## src/rtl/cfs_md_arbiter.sv

```systemverilog
// Round-robin arbiter sharing one MD slave port between NUM_REQ MD masters.
// Optional per-requester saturating error counters: define CFS_MD_ARB_ERR_CNT_EN.
module cfs_md_arbiter #(
    parameter int DATA_WIDTH = 32,
    parameter int NUM_REQ    = 2,
    parameter int CNT_WIDTH  = 16,
    localparam int OFFSET_WIDTH = (DATA_WIDTH / 8 > 1) ? $clog2(DATA_WIDTH / 8) : 1,
    localparam int SIZE_WIDTH   = $clog2(DATA_WIDTH / 8) + 1,
    localparam int GID_WIDTH    = (NUM_REQ > 1) ? $clog2(NUM_REQ) : 1
) (
    input  logic                             pclk,
    input  logic                             reset_n,
    input  logic [NUM_REQ-1:0]               s_valid,
    input  logic [NUM_REQ*DATA_WIDTH-1:0]    s_data,
    input  logic [NUM_REQ*OFFSET_WIDTH-1:0]  s_offset,
    input  logic [NUM_REQ*SIZE_WIDTH-1:0]    s_size,
    output logic [NUM_REQ-1:0]               s_ready,
    output logic [NUM_REQ-1:0]               s_err,
    output logic                             m_valid,
    output logic [DATA_WIDTH-1:0]            m_data,
    output logic [OFFSET_WIDTH-1:0]          m_offset,
    output logic [SIZE_WIDTH-1:0]            m_size,
    input  logic                             m_ready,
    input  logic                             m_err,
    output logic [GID_WIDTH-1:0]             grant_id,
    output logic                             busy
`ifdef CFS_MD_ARB_ERR_CNT_EN
    ,
    output logic [NUM_REQ*CNT_WIDTH-1:0]     err_cnt,
    input  logic                             err_cnt_clr
`endif
);

    typedef enum logic {IDLE, GRANT} state_t;

    state_t               state;
    logic [GID_WIDTH-1:0] rr_ptr;
    logic [GID_WIDTH-1:0] winner;
    logic [GID_WIDTH-1:0] next_ptr;

    // Lowest valid index at or above rr_ptr wins; otherwise wrap to the lowest valid index.
    always_comb begin
        // NOTE: every always_comb output gets a default first so no path can infer a latch.
        winner = '0;
        for (int i = NUM_REQ - 1; i >= 0; i--) begin
            if (s_valid[i]) winner = GID_WIDTH'(i);
        end
        for (int i = NUM_REQ - 1; i >= 0; i--) begin
            if (s_valid[i] && GID_WIDTH'(i) >= rr_ptr) winner = GID_WIDTH'(i);
        end
    end

    assign next_ptr = (grant_id == GID_WIDTH'(NUM_REQ - 1)) ? '0 : grant_id + GID_WIDTH'(1);

    // Shared-port mux and handshake return; everything is zero outside GRANT.
    always_comb begin
        m_valid  = 1'b0;
        m_data   = '0;
        m_offset = '0;
        m_size   = '0;
        s_ready  = '0;
        s_err    = '0;
        if (state == GRANT) begin
            for (int i = 0; i < NUM_REQ; i++) begin
                if (grant_id == GID_WIDTH'(i)) begin
                    m_valid    = s_valid[i];
                    m_data     = s_data[i*DATA_WIDTH +: DATA_WIDTH];
                    m_offset   = s_offset[i*OFFSET_WIDTH +: OFFSET_WIDTH];
                    m_size     = s_size[i*SIZE_WIDTH +: SIZE_WIDTH];
                    s_ready[i] = m_ready & s_valid[i];
                    s_err[i]   = m_err & m_ready & s_valid[i];
                end
            end
        end
    end

    always_ff @(posedge pclk or negedge reset_n) begin
        if (!reset_n) begin
            state    <= IDLE;
            rr_ptr   <= '0;
            grant_id <= '0;
            busy     <= 1'b0;
        end else begin
            // NOTE: state registers use non-blocking assignments so every flop samples pre-edge values.
            case (state)
                IDLE: begin
                    if (|s_valid) begin
                        grant_id <= winner;
                        state    <= GRANT;
                        busy     <= 1'b1;
                    end
                end
                GRANT: begin
                    // A completed transfer and a requester abort both release the grant.
                    if (!s_valid[grant_id] || m_ready) begin
                        rr_ptr <= next_ptr;
                        state  <= IDLE;
                        busy   <= 1'b0;
                    end
                end
                default: begin
                    state <= IDLE;
                    busy  <= 1'b0;
                end
            endcase
        end
    end

`ifdef CFS_MD_ARB_ERR_CNT_EN
    always_ff @(posedge pclk or negedge reset_n) begin
        if (!reset_n) begin
            err_cnt <= '0;
        end else if (err_cnt_clr) begin
            err_cnt <= '0;
        end else begin
            for (int i = 0; i < NUM_REQ; i++) begin
                if (s_ready[i] && s_err[i] && err_cnt[i*CNT_WIDTH +: CNT_WIDTH] != '1)
                    err_cnt[i*CNT_WIDTH +: CNT_WIDTH] <= err_cnt[i*CNT_WIDTH +: CNT_WIDTH] + CNT_WIDTH'(1);
            end
        end
    end
`else
    // Default build: no error counters.
`endif

endmodule

```

## config.mk

```make
export PLATFORM = sky130hd
export DESIGN_NAME = cfs_md_arbiter
export DESIGN_NICKNAME = d
export VERILOG_FILES = /design/src/rtl/cfs_md_arbiter.sv
export SDC_FILE = /design/constraint.sdc
export NUM_CORES = 1
export LEC_CHECK = 0
export CAP_MARGIN = 30
export CORE_MARGIN = 1
export CORE_UTILIZATION = 23
export CTS_CLUSTER_DIAMETER = 200
export DETAILED_ROUTE_END_ITERATION = 8
export PLACE_DENSITY = 0.84
export SKIP_CTS_REPAIR_TIMING = 1
export SLEW_MARGIN = 5
export SYNTH_ARGS = -nofsm -noshare
export SYNTH_HDL_FRONTEND = slang
export SYNTH_SLANG_ARGS = --single-unit
```

## constraint.sdc

```tcl
create_clock -name pclk -period 1.6 [get_ports pclk]
set_input_delay 0.48 -clock pclk [delete_from_list [all_inputs] [get_ports pclk]]
set_output_delay 0.48 -clock pclk [all_outputs]
set_load 0.03 [all_outputs]
```

# After elaboration in Yosys (flattened, before gate mapping)
# Index checks and enable logic that the tools add are counted.
# W data, S select, Z words.
# totals
reg_bits	4
word_cells	50
inputBits	80
output_inout_bits	44
# op_classes
n_mux	26
magnitude_cmp	3
eq_ne	2
bitwise_logic	6
n_reduce_logical	8
add_sub_neg	1
# ops
op	n
$mux W32	2
$mux W1	16
$mux W2	4
$mux W3	2
$reduce_and A2 Y1	3
$and A1 B1 Y1	5
$pmux W1 S2	2
$ge A1 B1 Y1 const A	2
$logic_and A1 B1 Y1	2
$lt A1 B2 Y1 const B	1
$ne A2 B1 Y1 const B	1
$ne A2 B2 Y1 const B	1
$reduce_or A2 Y1	1
$add A1 B1 Y1 const B	1
$logic_not A1 Y1	1
$logic_or A1 B1 Y1	1
$not A1 Y1	1

# Longest topological paths before layout
# depth
word_depth	6
ltp_mapped	4

# Worst setup path before layout
# OpenSTA, ideal clock, no wires.
# synth_path
path_kind	reg2out
start	register grant_id
end	output s_err[0]
stages_incl_launch_ff	4
path_slack_ns	-0.677
path_buffers	2
arrival_time_ns	1.797
required_time_ns	1.120
path_cell_list	dfrtp_1 buf_6 buf_6 nor4_1
# synth_between
elab_chain_len	2
# synth_lines
item	line_no	rtl
start, declared	25	output logic [GID_WIDTH-1:0] grant_id,
start signal, assigned	88	grant_id <= winner;
$mux W1	65	if (grant_id == GID_WIDTH'(i)) begin
$mux W2	63	if (state == GRANT) begin
end, declared	18	output logic [NUM_REQ-1:0] s_err,
# No other way between the ends.

# Worst setup path after layout
# layout_path
start	register grant_id
end	output m_data[15]
# layout_between
elab_chain_len	2
# layout_lines
item	line_no	rtl
$mux W32	65	
$mux W32	63	
end, declared	20	output logic [DATA_WIDTH-1:0] m_data,
# No other way between the ends.

==> results.yml <==
outcome:
  status: "finished, violations left"
  violations: "negative setup slack"
yosys:
  synth_top_area_share_pct: 45.85
  synthArstFlopShare_pct: 100.0
  synthTopCellsByArea: "mux2i_1 46%, nor2_1 19%, dfrtp_1 12%"
  synth.net_count: 194
  seq_area_frac_synth_pct: 12.07
  yosys_warnings: 0
  synth_top_cell_by_area: "mux2i_1"
  synth.avg_cell_area_um2: 7.277
  synth_cells: 114
  synthesis.area_um2: 829.5
  synth-seq-cells: 4
  ys.flop_type: "dfrtp_1"
  synth_cell_types: 20
  synth_edf_count: 0
global_route:
  antenna_found_initial: 0
  grt_pass1_wl_mm: 4.526
  grt_max_degree: 16
  grt_overflow: 0
  grt_pass1_vias: 1151
  grt_util_all_layers_pct: 15.69
timing:
  whs_ps: 436.1
  setup_viol: 42
  fmax_mhz: 543.1
  worstMarginPinSlew_ps: 327.3
  fin_tns_setup_ps: -9206
  timing.final.ws_setup_ps: -241.4
  rsz0062_at_grt: "yes"
  skew_ps: 0.9490
  min_period_over_period_pct: 115.1
  finalMaxSlewViolations: 0
  finalCriticalPeriod_ps: 1841
  hold_viol_final: 0
  slew_headroom_pct: 78.15
setup_path:
  critical_path.top_delay_family: "flip-flops"
  worstPathArrival_ps: 1360
  crit_fanout: 13
  path_class: "flip-flop to output port"
  reg2reg_slack_ps: 370
  crit_slowest_cell: "dfrtp_2"
  required_ps: 1120
  worst_setup_path_start_kind: "flip-flop"
  critPathBufInv: 2
  path_cells: "buf_12, mux2i_1, nor2_2, buf_4"
  cp-end-kind: "output port"
  critical_path.max_stage_delay_ps: 470
die:
  dieWidth_um: 62.06
  rows: 21
  die_h_um: 62.06
  num_io_pins: 124
  die-area_um2: 3851
  start_util_pct: 24.47
  core_area_um2: 3390
clocking:
  cts_tree: "built"
  cts-root-buf: "clkbuf_4"
  clock_sinks: 4
  clk_path_buf_depth: 2
  clock_latency_ps: 250
  cts.clk_slew.worst_paths_ps: 40
  cts_inserted_buffers: 3
  htree_levels: 1
placed_design:
  port_buffers: 123
  hpwl_mm: 2.855
  gp_congestion: 0.8866
  post-place-ws_ps: -358.8
route:
  vias: 1347
  drcViolationCount: 0
  first_pass_iters: 4
  viasPerCell: 4.613
  routed_wl_mm: 3.694
  drt-initial-drc-count: 17
  wl_per_cell_um: 12.65
  postRouteAntennaNets: 0
cells_and_area:
  final_nets: 327
  drive_gt1_share_pct: 49.19
  syn2layout_area_growth_pct: 189.6
  fillers: 251
  antenna_cells: 0
hold_path:
  hold_path_class: "primary input to asynchronous set/reset pin"
flow_run:
  cap_violations: 0
power_and_ir_drop:
  power_density_nw_per_um2: 1389
  ir_drop_mv: 0.8215
  leakage_nw: 1.110
-- final timing paths --
kind / depth (start not counted) / to / start
worst max-delay path: 4 / m_data[15] / grant_id$_DFFE_PN0P_
worst min-delay path: 1 / busy$_DFFE_PN0P_ / reset_n
worst max register to register: 4 / busy$_DFFE_PN0P_ / grant_id$_DFFE_PN0P_
worst min register to register: 2 / rr_ptr$_DFFE_PN0P_ / rr_ptr$_DFFE_PN0P_
max in group asynchronous: 1 / grant_id$_DFFE_PN0P_ / reset_n
min in group pclk: 2 / rr_ptr$_DFFE_PN0P_ / rr_ptr$_DFFE_PN0P_
-- layout make-up --
type                    instances  area (um2)  share of cell area (%)
repair buffers                138        1369                   56.98
multi-input cells              97       837.1                   34.84
inverters                       3       11.26                  0.4688
well taps                      46       57.56                   2.396
flip-flops and latches          4       101.3                   4.219
clock buffers                   4       26.28                   1.094
-- per-stage QoR --
stage	power [mW]	area (um2)	util [%]	cells
finish	3.337	2402	70.87	292
global route	3.530	2402	70.87	292
CTS	3.132	2252	66.45	290
detailed placement	2.977	2226	65.67	286
global placement	2.959	2226	65.67	286
floorplan	1.986	959.7	-	114
-- placed cells by master (no fill, tap or decap), types with 2 or more instances in the layout --
cell and count:
clkdlybuf4s50_1 75, buf_4 40, nor2_2 38, mux2i_1 25, mux2i_2 12, buf_6 12, buf_12 6, dlymetal6s2s_1 5
nor2_1 3, dfrtp_1 3, clkbuf_4 3, inv_1 2, nor2_4 2, nand2_1 2, a31oi_1 2
-- where the power goes --
part           switching, mW  leakage (nW)  internal (mW)
Combinational           1.57          1.05           1.41
Clock                 0.0533        0.0150         0.0944
Sequential            0.0622        0.0451          0.148
Total                   1.69          1.11           1.65
-- cells in the mapped netlist, types with 2 or more instances --
master	instances
a31oi_1	2
inv_1	2
dfrtp_1	4
and3_1	2
buf_6	6
nand2_1	3
nor2_1	43
clkbuf_1	3
mux2i_1	38
-- state kept, by name (all words and copies together), names as in the netlist --
register and flops:
busy 1, grant_id 1, rr_ptr 1, state 1
-- per-layer routing --
| layer | GRT usage, % | vias to the layer above | routed length, um |
|---|---|---|---|
| li1 | - | 647 | - |
| met1 | 16.60 | 618 | 1352 |
| met2 | 31.16 | 73 | 1979 |
| met3 | 1.863 | 9 | 290 |
| met4 | 5.714 | 0 | 72 |
| met5 | 0 | - | 0 |
-- cell families (layout without fill, tap and decap cells) --
logic type | Yosys count | count (layout) | share of synthesized area [%]
AOI/OAI and AO/OA | 7 | 7 | 5.429
buffers and inverters | 13 | 145 | 11.46
DFF | 4 | 4 | 12.07
muxes | 38 | 38 | 45.85
and+or+nand+nor | 52 | 52 | 25.19
Power figures use the tool's default switching activity.
